## config.mk

```make
export PLATFORM = sky130hd
export DESIGN_NAME = window_denormalizer
export DESIGN_NICKNAME = d
export VERILOG_FILES = /design/src/rtl/window_denormalizer.sv
export SDC_FILE = /design/constraint.sdc
export NUM_CORES = 1
export LEC_CHECK = 0
export BUFFER_PORTS_ARGS = -buffer_cell sky130_fd_sc_hd__buf_2
export CELL_PAD_IN_SITES_DETAIL_PLACEMENT = 1
export CELL_PAD_IN_SITES_GLOBAL_PLACEMENT = 1
export CORE_ASPECT_RATIO = 0.9
export CORE_UTILIZATION = 40
export CTS_CLUSTER_DIAMETER = 120
export CTS_CLUSTER_SIZE = 14
export DETAILED_ROUTE_END_ITERATION = 16
export PLACE_DENSITY = 0.75
export SLEW_MARGIN = 20
export SYNTH_ARGS = -nofsm -noshare
export SYNTH_HDL_FRONTEND = slang
export SYNTH_SLANG_ARGS = --single-unit
```

## constraint.sdc

```tcl
create_clock -name clk -period 2.16 [get_ports clk]
set_input_delay 0.216 -clock clk [delete_from_list [all_inputs] [get_ports clk]]
set_output_delay 0.216 -clock clk [all_outputs]
set_load 0.005 [all_outputs]
```

## src/rtl/window_denormalizer.sv

```systemverilog
// Rescales a window-multiplier product to full magnitude by shifting it one bit
// per cycle by addrA + addrB - 2*(WINDOW-1) positions. Positive shifts go left.
module window_denormalizer #(
    parameter int WINDOW      = 8,
    parameter int PSIZE       = 2 * WINDOW,
    parameter int ADDRESSSIZE = 4,
    parameter int OUTSIZE     = 2 * (2 ** ADDRESSSIZE)
) (
    input  logic                   clk,
    input  logic                   rst,
    input  logic                   start,
    input  logic [PSIZE-1:0]       product,
    input  logic [ADDRESSSIZE-1:0] addrA,
    input  logic [ADDRESSSIZE-1:0] addrB,
    output logic                   busy,
    output logic                   done,
    output logic [OUTSIZE-1:0]     result
);

    // state   | meaning
    // S_IDLE  | waiting for start
    // S_SHIFT | moving acc one bit per cycle until count reaches zero
    // S_DONE  | one-cycle done pulse, result valid
    typedef enum logic [1:0] {S_IDLE, S_SHIFT, S_DONE} state_t;

    localparam int SW = ADDRESSSIZE + 2;
    localparam logic signed [SW-1:0] BIAS = SW'(2 * (WINDOW - 1));

    state_t               state_q, state_d;
    logic [OUTSIZE-1:0]   acc_q, acc_d;
    logic [OUTSIZE-1:0]   result_q, result_d;
    logic [SW-1:0]        count_q, count_d;
    logic                 dir_q, dir_d;

    logic signed [SW-1:0] shift_s;
    logic [SW-1:0]        shift_abs;
    logic [OUTSIZE-1:0]   product_ext;

    assign shift_s     = $signed({2'b00, addrA}) + $signed({2'b00, addrB}) - BIAS;
    assign shift_abs   = shift_s[SW-1] ? (-shift_s) : shift_s;
    assign product_ext = {{(OUTSIZE - PSIZE){1'b0}}, product};

    always_comb begin
        state_d  = state_q;
        acc_d    = acc_q;
        result_d = result_q;
        count_d  = count_q;
        dir_d    = dir_q;
        case (state_q)
            S_IDLE: begin
                if (start) begin
                    acc_d   = product_ext;
                    count_d = shift_abs;
                    dir_d   = shift_s[SW-1];
                    if (shift_abs == '0) begin
                        result_d = product_ext;
                        state_d  = S_DONE;
                    end else begin
                        state_d = S_SHIFT;
                    end
                end
            end
            S_SHIFT: begin
                // dir_q high means right shift; dropped LSBs are truncation
                acc_d   = dir_q ? (acc_q >> 1) : (acc_q << 1);
                count_d = count_q - SW'(1);
                if (count_q == SW'(1)) begin
                    result_d = acc_d;
                    state_d  = S_DONE;
                end
            end
            S_DONE: begin
                state_d = S_IDLE;
            end
            default: begin
                state_d = S_IDLE;
            end
        endcase
    end

    always_ff @(posedge clk or posedge rst) begin
        if (rst) begin
            state_q  <= S_IDLE;
            acc_q    <= '0;
            result_q <= '0;
            count_q  <= '0;
            dir_q    <= 1'b0;
        end else begin
            state_q  <= state_d;
            acc_q    <= acc_d;
            result_q <= result_d;
            count_q  <= count_d;
            dir_q    <= dir_d;
        end
    end

    assign busy   = (state_q != S_IDLE);
    assign done   = (state_q == S_DONE);
    assign result = result_q;

endmodule
```

; ---- Word-level counts from Yosys, hierarchy flattened
; Cells that the tools add are included.
[op_classes]
n_addsub = 4
eq_ne = 6
reduce_logical = 8
mux = 14
[op_table]
columns = cell, count
row1 = two-way mux 32 bit, 5
row2 = one-hot mux 32 bit (2 select lines), 2
row3 = two-way mux 6 bit, 2
row4 = one-hot mux 6 bit (2 select lines), 1
row5 = == test 6 x 1 -> 1 bit (second input constant), 1
row6 = logical NOT 6 bit, 1
row7 = two-way mux 2 bit, 3
row8 = inequality test 2 bit (second input constant), 3
row9 = negator 6 bit, 1
row10 = AND reduction 2 bit, 3
row11 = subtractor 5 x 4 -> 6 bit (second input constant), 1
row12 = subtractor 6 x 1 -> 6 bit (second input constant), 1
row13 = adder 4 x 4 -> 5 bit, 1
row14 = one-hot mux 2 bit (2 select lines), 1
row15 = AND reduction 4 bit, 1
row16 = nonzero test 2 bit, 2
row17 = == test 2 x 1 -> 1 bit (second input constant), 1
row18 = == test 2 bit (second input constant), 1
row19 = logical NOT 2 bit, 1
[word_totals]
wordCells = 37
out_inout_bits = 34
inputBits = 27
reg_bits = 73

; ---- Logic depth before layout (Yosys ltp)
[logic_depth]
depth_word = 8
mapped_depth = 14

; ---- Worst setup path before layout
; Ideal clock, no wire load.
[synth_path]
kind = input -> register
from = in addrA[1]
to = reg result_q[16] (netlist: result[16])
setup_slack_ns = -0.572
t_arrival_ns = 2.609
path_stages = 13
path_buffers = 2
t_required_ns = 2.037
path_cell_list = inv_1 > ha_1 > inv_1 > ha_1 > inv_1 > fa_1 > o31ai_1 > buf_2 > a21o_1 > nand4_1 > a22oi_4 > buf_12 > o21ai_2
[synth_via]
elab_chain_len = 7
[synth_lines]
columns = item, line_no
row1 = "start, declared", 13  ; input logic [ADDRESSSIZE-1:0] addrA,
row2 = adder 4 x 4 -> 5 bit *, 39  ; assign shift_s = $signed({2'b00, addrA}) + $signed({2'b00, addrB}) - BIAS;
row3 = subtractor 5 x 4 -> 6 bit *, 39
row4 = negator 6 bit, 40  ; assign shift_abs = shift_s[SW-1] ? (-shift_s) : shift_s;
row5 = two-way mux 6 bit *, 40
row6 = logical NOT 6 bit *, 55  ; if (shift_abs == '0) begin
row7 = inequality test 2 bit (no source line) *, n/a
row8 = AND reduction 4 bit (no source line) *, n/a
row9 = "end signal, assigned", 91  ; result_q <= result_d;
row10 = "end, declared", 31  ; logic [OUTSIZE-1:0] result_q, result_d;
; Every way passes the cells marked *; elsewhere a longest branch is shown, timed or not.
; A chain may end at the register's enable or synchronous reset.

; ---- Worst setup path in the final report
[layout_path]
from = in addrA[1]
to = reg state_q[1]
[layout_via]
elab_chain_len = 8
[layout_lines]
columns = item, line_no
row1 = adder 4 x 4 -> 5 bit *, 39
row2 = subtractor 5 x 4 -> 6 bit *, 39
row3 = negator 6 bit, 40
row4 = two-way mux 6 bit *, 40
row5 = logical NOT 6 bit *, 55
row6 = two-way mux 2 bit *, 55
row7 = two-way mux 2 bit *, 51  ; if (start) begin
row8 = one-hot mux 2 bit (2 select lines) *, 49  ; case (state_q)
row9 = "end signal, assigned", 89  ; state_q <= state_d;
row10 = "end, declared", 29  ; state_t state_q, state_d;
; Every way passes the cells marked *; elsewhere a longest branch is shown, timed or not. The select of a mux whose other input is x is not followed.

==> results.py <==
metrics = {
    "critical_path": {
        "crit_end": "state_q[1]$_DFFE_PP0P_",
        "critPathMaxFanout": 5,
        "required_ns": 2.44,
        "crit_path_top_delay_cell": "fa_2",
        "critPathArrivalTime_ns": 2.62,
        "critPathLaunchType": "input port",
        "startpoint": "addrA[1]",
        "r2r-start": "count_q[2]$_DFFE_PP0P_",
        "critPathMaxStageDelay_ns": 0.40,
        "crit_path_end_kind": "register",
        "reg2reg_to": "result[3]$_DFFE_PP0P_",
        "cp_cell_sequence": "buf_6 > inv_4 > ha_4 > inv_4 > ha_4 > inv_2 > fa_2 > o31ai_4 > a21o_1 > nand4_1 > buf_4 > a22oi_4 > buf_12 > buf_12 > o21ba_4",
        "reg2reg_depth": 6,
        "crit_type": "input port to register",
        "reg2reg_slack_ns": 0.06,
    },
    "pwr": {
        "ir_worst_vdd_v": 0.000640,
        "p_per_area_nw_per_um2": 1440,
        "p_total_w": 0.00941,
        "leakagePower_nw": 2.70,
    },
    "sta": {
        "rsz0062_at_grt": "yes",
        "timing.slew.headroom": 0.714,
        "fin_crit_sh": 1.08,
        "clock.fmax_mhz": 428,
        "final.min_clock_period_ns": 2.34,
        "fin_ws_ns": -0.176,
        "tns_ns": -3.66,
        "slew_viol_final": 0,
        "skew_ns": 0.00774,
        "setup_viol_count_final": 33,
        "worst_pin_slew_ns": 0.417,
        "hold_viol": 0,
    },
    "outcome": {
        "status": "finished with violations",
        "failed_checks": "negative setup slack",
    },
    "place": {
        "place_area_um2": 5600,
        "dp_cells": 748,
        "place.gp.congestion": 0.770,
        "detailed_place_hpwl_mm": 10.4,
        "port_buffers": 60,
    },
    "yosys": {
        "syn-cell-area_um2": 4750,
        "synth_commonest_cells": "73 x dfrtp_1, 55 x nand2_1, 43 x o21ai_0, 41 x clkbuf_1, 32 x mux2i_1",
        "yosysMostFrequentCell": "dfrtp_1",
        "synthArstFlopShare": 1.00,
        "synth.area.top_cells": "dfrtp_1 38%, mux2i_1 6.7%, o21ai_0 4.5%",
        "seq_area_frac_synth": 0.385,
        "yosysWarnings": 0,
        "ys_types": 59,
        "synth_edf_count": 0,
        "synthFlopType": "dfrtp_1",
        "synth_top_cell_area_share": 0.385,
        "syn-num-nets": 571,
        "synth_seq_cells": 73,
        "synth_area_leader_cell": "dfrtp_1",
        "synthCells": 532,
        "avgSynthCellArea_um2": 8.92,
    },
    "global_routing": {
        "grt_first_pass_wirelength_mm": 26.2,
        "grt_max_degree": 50,
        "grt_use_total": 0.278,
        "antenna_found_initial": 0,
        "grt_pass1_vias": 4957,
        "grt-ovfl-total": 0,
    },
    "layout": {
        "design_area_um2": 6540,
        "post-route-util": 0.570,
        "final_layout_size_suffix_gt1_frac": 0.380,
        "area_growth_pct": 37.8,
        "layout.nets": 663,
        "n_antenna_cell": 0,
        "final-instance-count-excl-fill": 785,
    },
    "floorplan": {
        "die_area_um2": 12300,
        "start_util": 0.413,
        "row_count": 37,
        "io_pins": 61,
        "die_width_um": 117,
        "die-height_um": 105,
        "core_um2": 11500,
    },
    "drt": {
        "via_per_inst": 6.01,
        "drtAntennaViolNets": 0,
        "routedWlPerCell_um": 21.5,
        "drt_wl_total_mm": 16.9,
        "vias": 4720,
        "drt_iter0_markers": 243,
        "first_pass_iters": 4,
        "drc": 0,
    },
    "flow_run": {
        "max-cap-violations": 0,
    },
    "cts": {
        "clk_latency_ns": 0.34,
        "cts_buffers": 9,
        "cts_tree": "done",
        "cts_root_buf": "clkbuf_16",
        "clockBufferDepth": 2,
        "clock-sinks": 73,
        "clkTransAtPathRegs_ns": 0.06,
        "htree_levels": 3,
    },
    "hold_path": {
        "min_path_type": "input port to register",
    },
}
worst max-delay path, delay by kind of cell:
| family | cells | cell delay [ns] |
|---|---|---|
| and+or+nand+nor | 1 | 0.16 |
| AOI/OAI and AO/OA | 4 | 0.80 |
| buffers and inverters | 7 | 0.68 |
| adders and majority gates | 3 | 0.72 |
layout make-up:
| class | instances | area [µm²] |
|---|---|---|
| Fill cell | 1326 | 4940 |
| Multi-Input combinational cell | 391 | 2970 |
| Sequential cell | 73 | 1830 |
| Timing Repair Buffer | 131 | 1130 |
| Clock buffer | 12 | 267 |
| Tap cell | 156 | 195 |
| Inverter | 18 | 85.1 |
| Clock inverter | 4 | 73.8 |
state kept, by name, indices dropped and copies added (netlist names):
| register | cells |
|---|---|
| acc_q | 32 |
| result | 32 |
| dir_q | 1 |
| count_q | 6 |
| state_q | 2 |
stage by stage:
| step | hold WS, ns | setup slack, ns |
|---|---|---|
| 6_report | 0.258 | -0.176 |
| 5_1_grt | 0.275 | -0.264 |
| 4_1_cts | 0.257 | -0.162 |
| 3_5_place_dp | 0.205 | -0.717 |
| 3_3_place_gp | 0.193 | -0.508 |
| 2_1_floorplan | 0.424 | -0.491 |
layer usage:
| layer | GRT usage | vias to the layer above | wire (µm) |
|---|---|---|---|
| li1 | - | 2144 | - |
| met2 | 0.471 | 131 | 8660 |
| met4 | 0.118 | 0 | 473 |
| met3 | 0.0437 | 36 | 630 |
| met5 | 0 | - | 0 |
| met1 | 0.348 | 2409 | 7120 |
worst min-delay path by stage:
| stage | startpoint | endpoint | slack [ns] | cells after the start |
|---|---|---|---|---|
| global route | product[6] | acc_q[6]$_DFFE_PP0P_ | 0.28 | 3 |
| CTS | product[7] | acc_q[7]$_DFFE_PP0P_ | 0.26 | 3 |
| finish | product[7] | acc_q[7]$_DFFE_PP0P_ | 0.26 | 3 |
| detailed placement | rst | result[30]$_DFFE_PP0P_ | 0.21 | 2 |
| global placement | rst | result[30]$_DFFE_PP0P_ | 0.19 | 2 |
| floorplan | product[0] | acc_q[0]$_DFFE_PP0P_ | 0.42 | 2 |
cells by family after synthesis:
group / count (synthesis) / synth area share
multiplexers: 48 / 0.105
AO/OA/AOI/OAI: 160 / 0.233
AND/OR/NAND/NOR: 167 / 0.171
XOR/XNOR: 4 / 0.00896
flip-flops: 73 / 0.385
buffers and inverters: 68 / 0.0617
adder cells (fa/ha/maj): 12 / 0.0348
layout by cell type, fill, tap and decap left out, types with 2 or more instances in the layout:
cell / instances
a21o_1: 2
a21oi_1: 22
a31oi_1: 14
and2_1: 15
buf_12: 12
buf_16: 2
buf_2: 56
buf_4: 45
buf_6: 11
buf_8: 2
bufinv_16: 2
clkbuf_16: 11
clkbuf_8: 3
dfrtp_1: 73
fa_2: 2
ha_1: 7
ha_4: 3
inv_1: 12
inv_2: 3
inv_4: 2
mux2_2: 16
mux2i_1: 32
nand2_1: 54
nand2b_1: 3
nand3_1: 17
nand3_2: 14
nand4_1: 3
nor2_1: 25
nor3_1: 17
o21ai_0: 38
o21ai_2: 18
o221ai_1: 4
o221ai_2: 10
o311ai_0: 15
o31ai_1: 17
o31ai_2: 2
or2_2: 2
xnor2_1: 2
where the power goes:
| part | switching, W | internal, W | leakage (nW) | total [W] |
|---|---|---|---|---|
| clock network | 0.000618 | 0.00111 | 0.169 | 0.00172 |
| logic | 0.00307 | 0.00222 | 1.66 | 0.00530 |
| registers | 0.000466 | 0.00192 | 0.870 | 0.00239 |
| total | 0.00416 | 0.00525 | 2.70 | 0.00941 |
repair_timing:
action,in CTS,in global routing
setup buffers,12,6
gates cloned,3,2
gates resized for setup,39,39
endpoints found under the setup margin,36,36
pin swaps,21,8
hold buffers,1,0
endpoints found under the hold margin,12,0
Note: power is estimated with default switching activity, not from simulation.
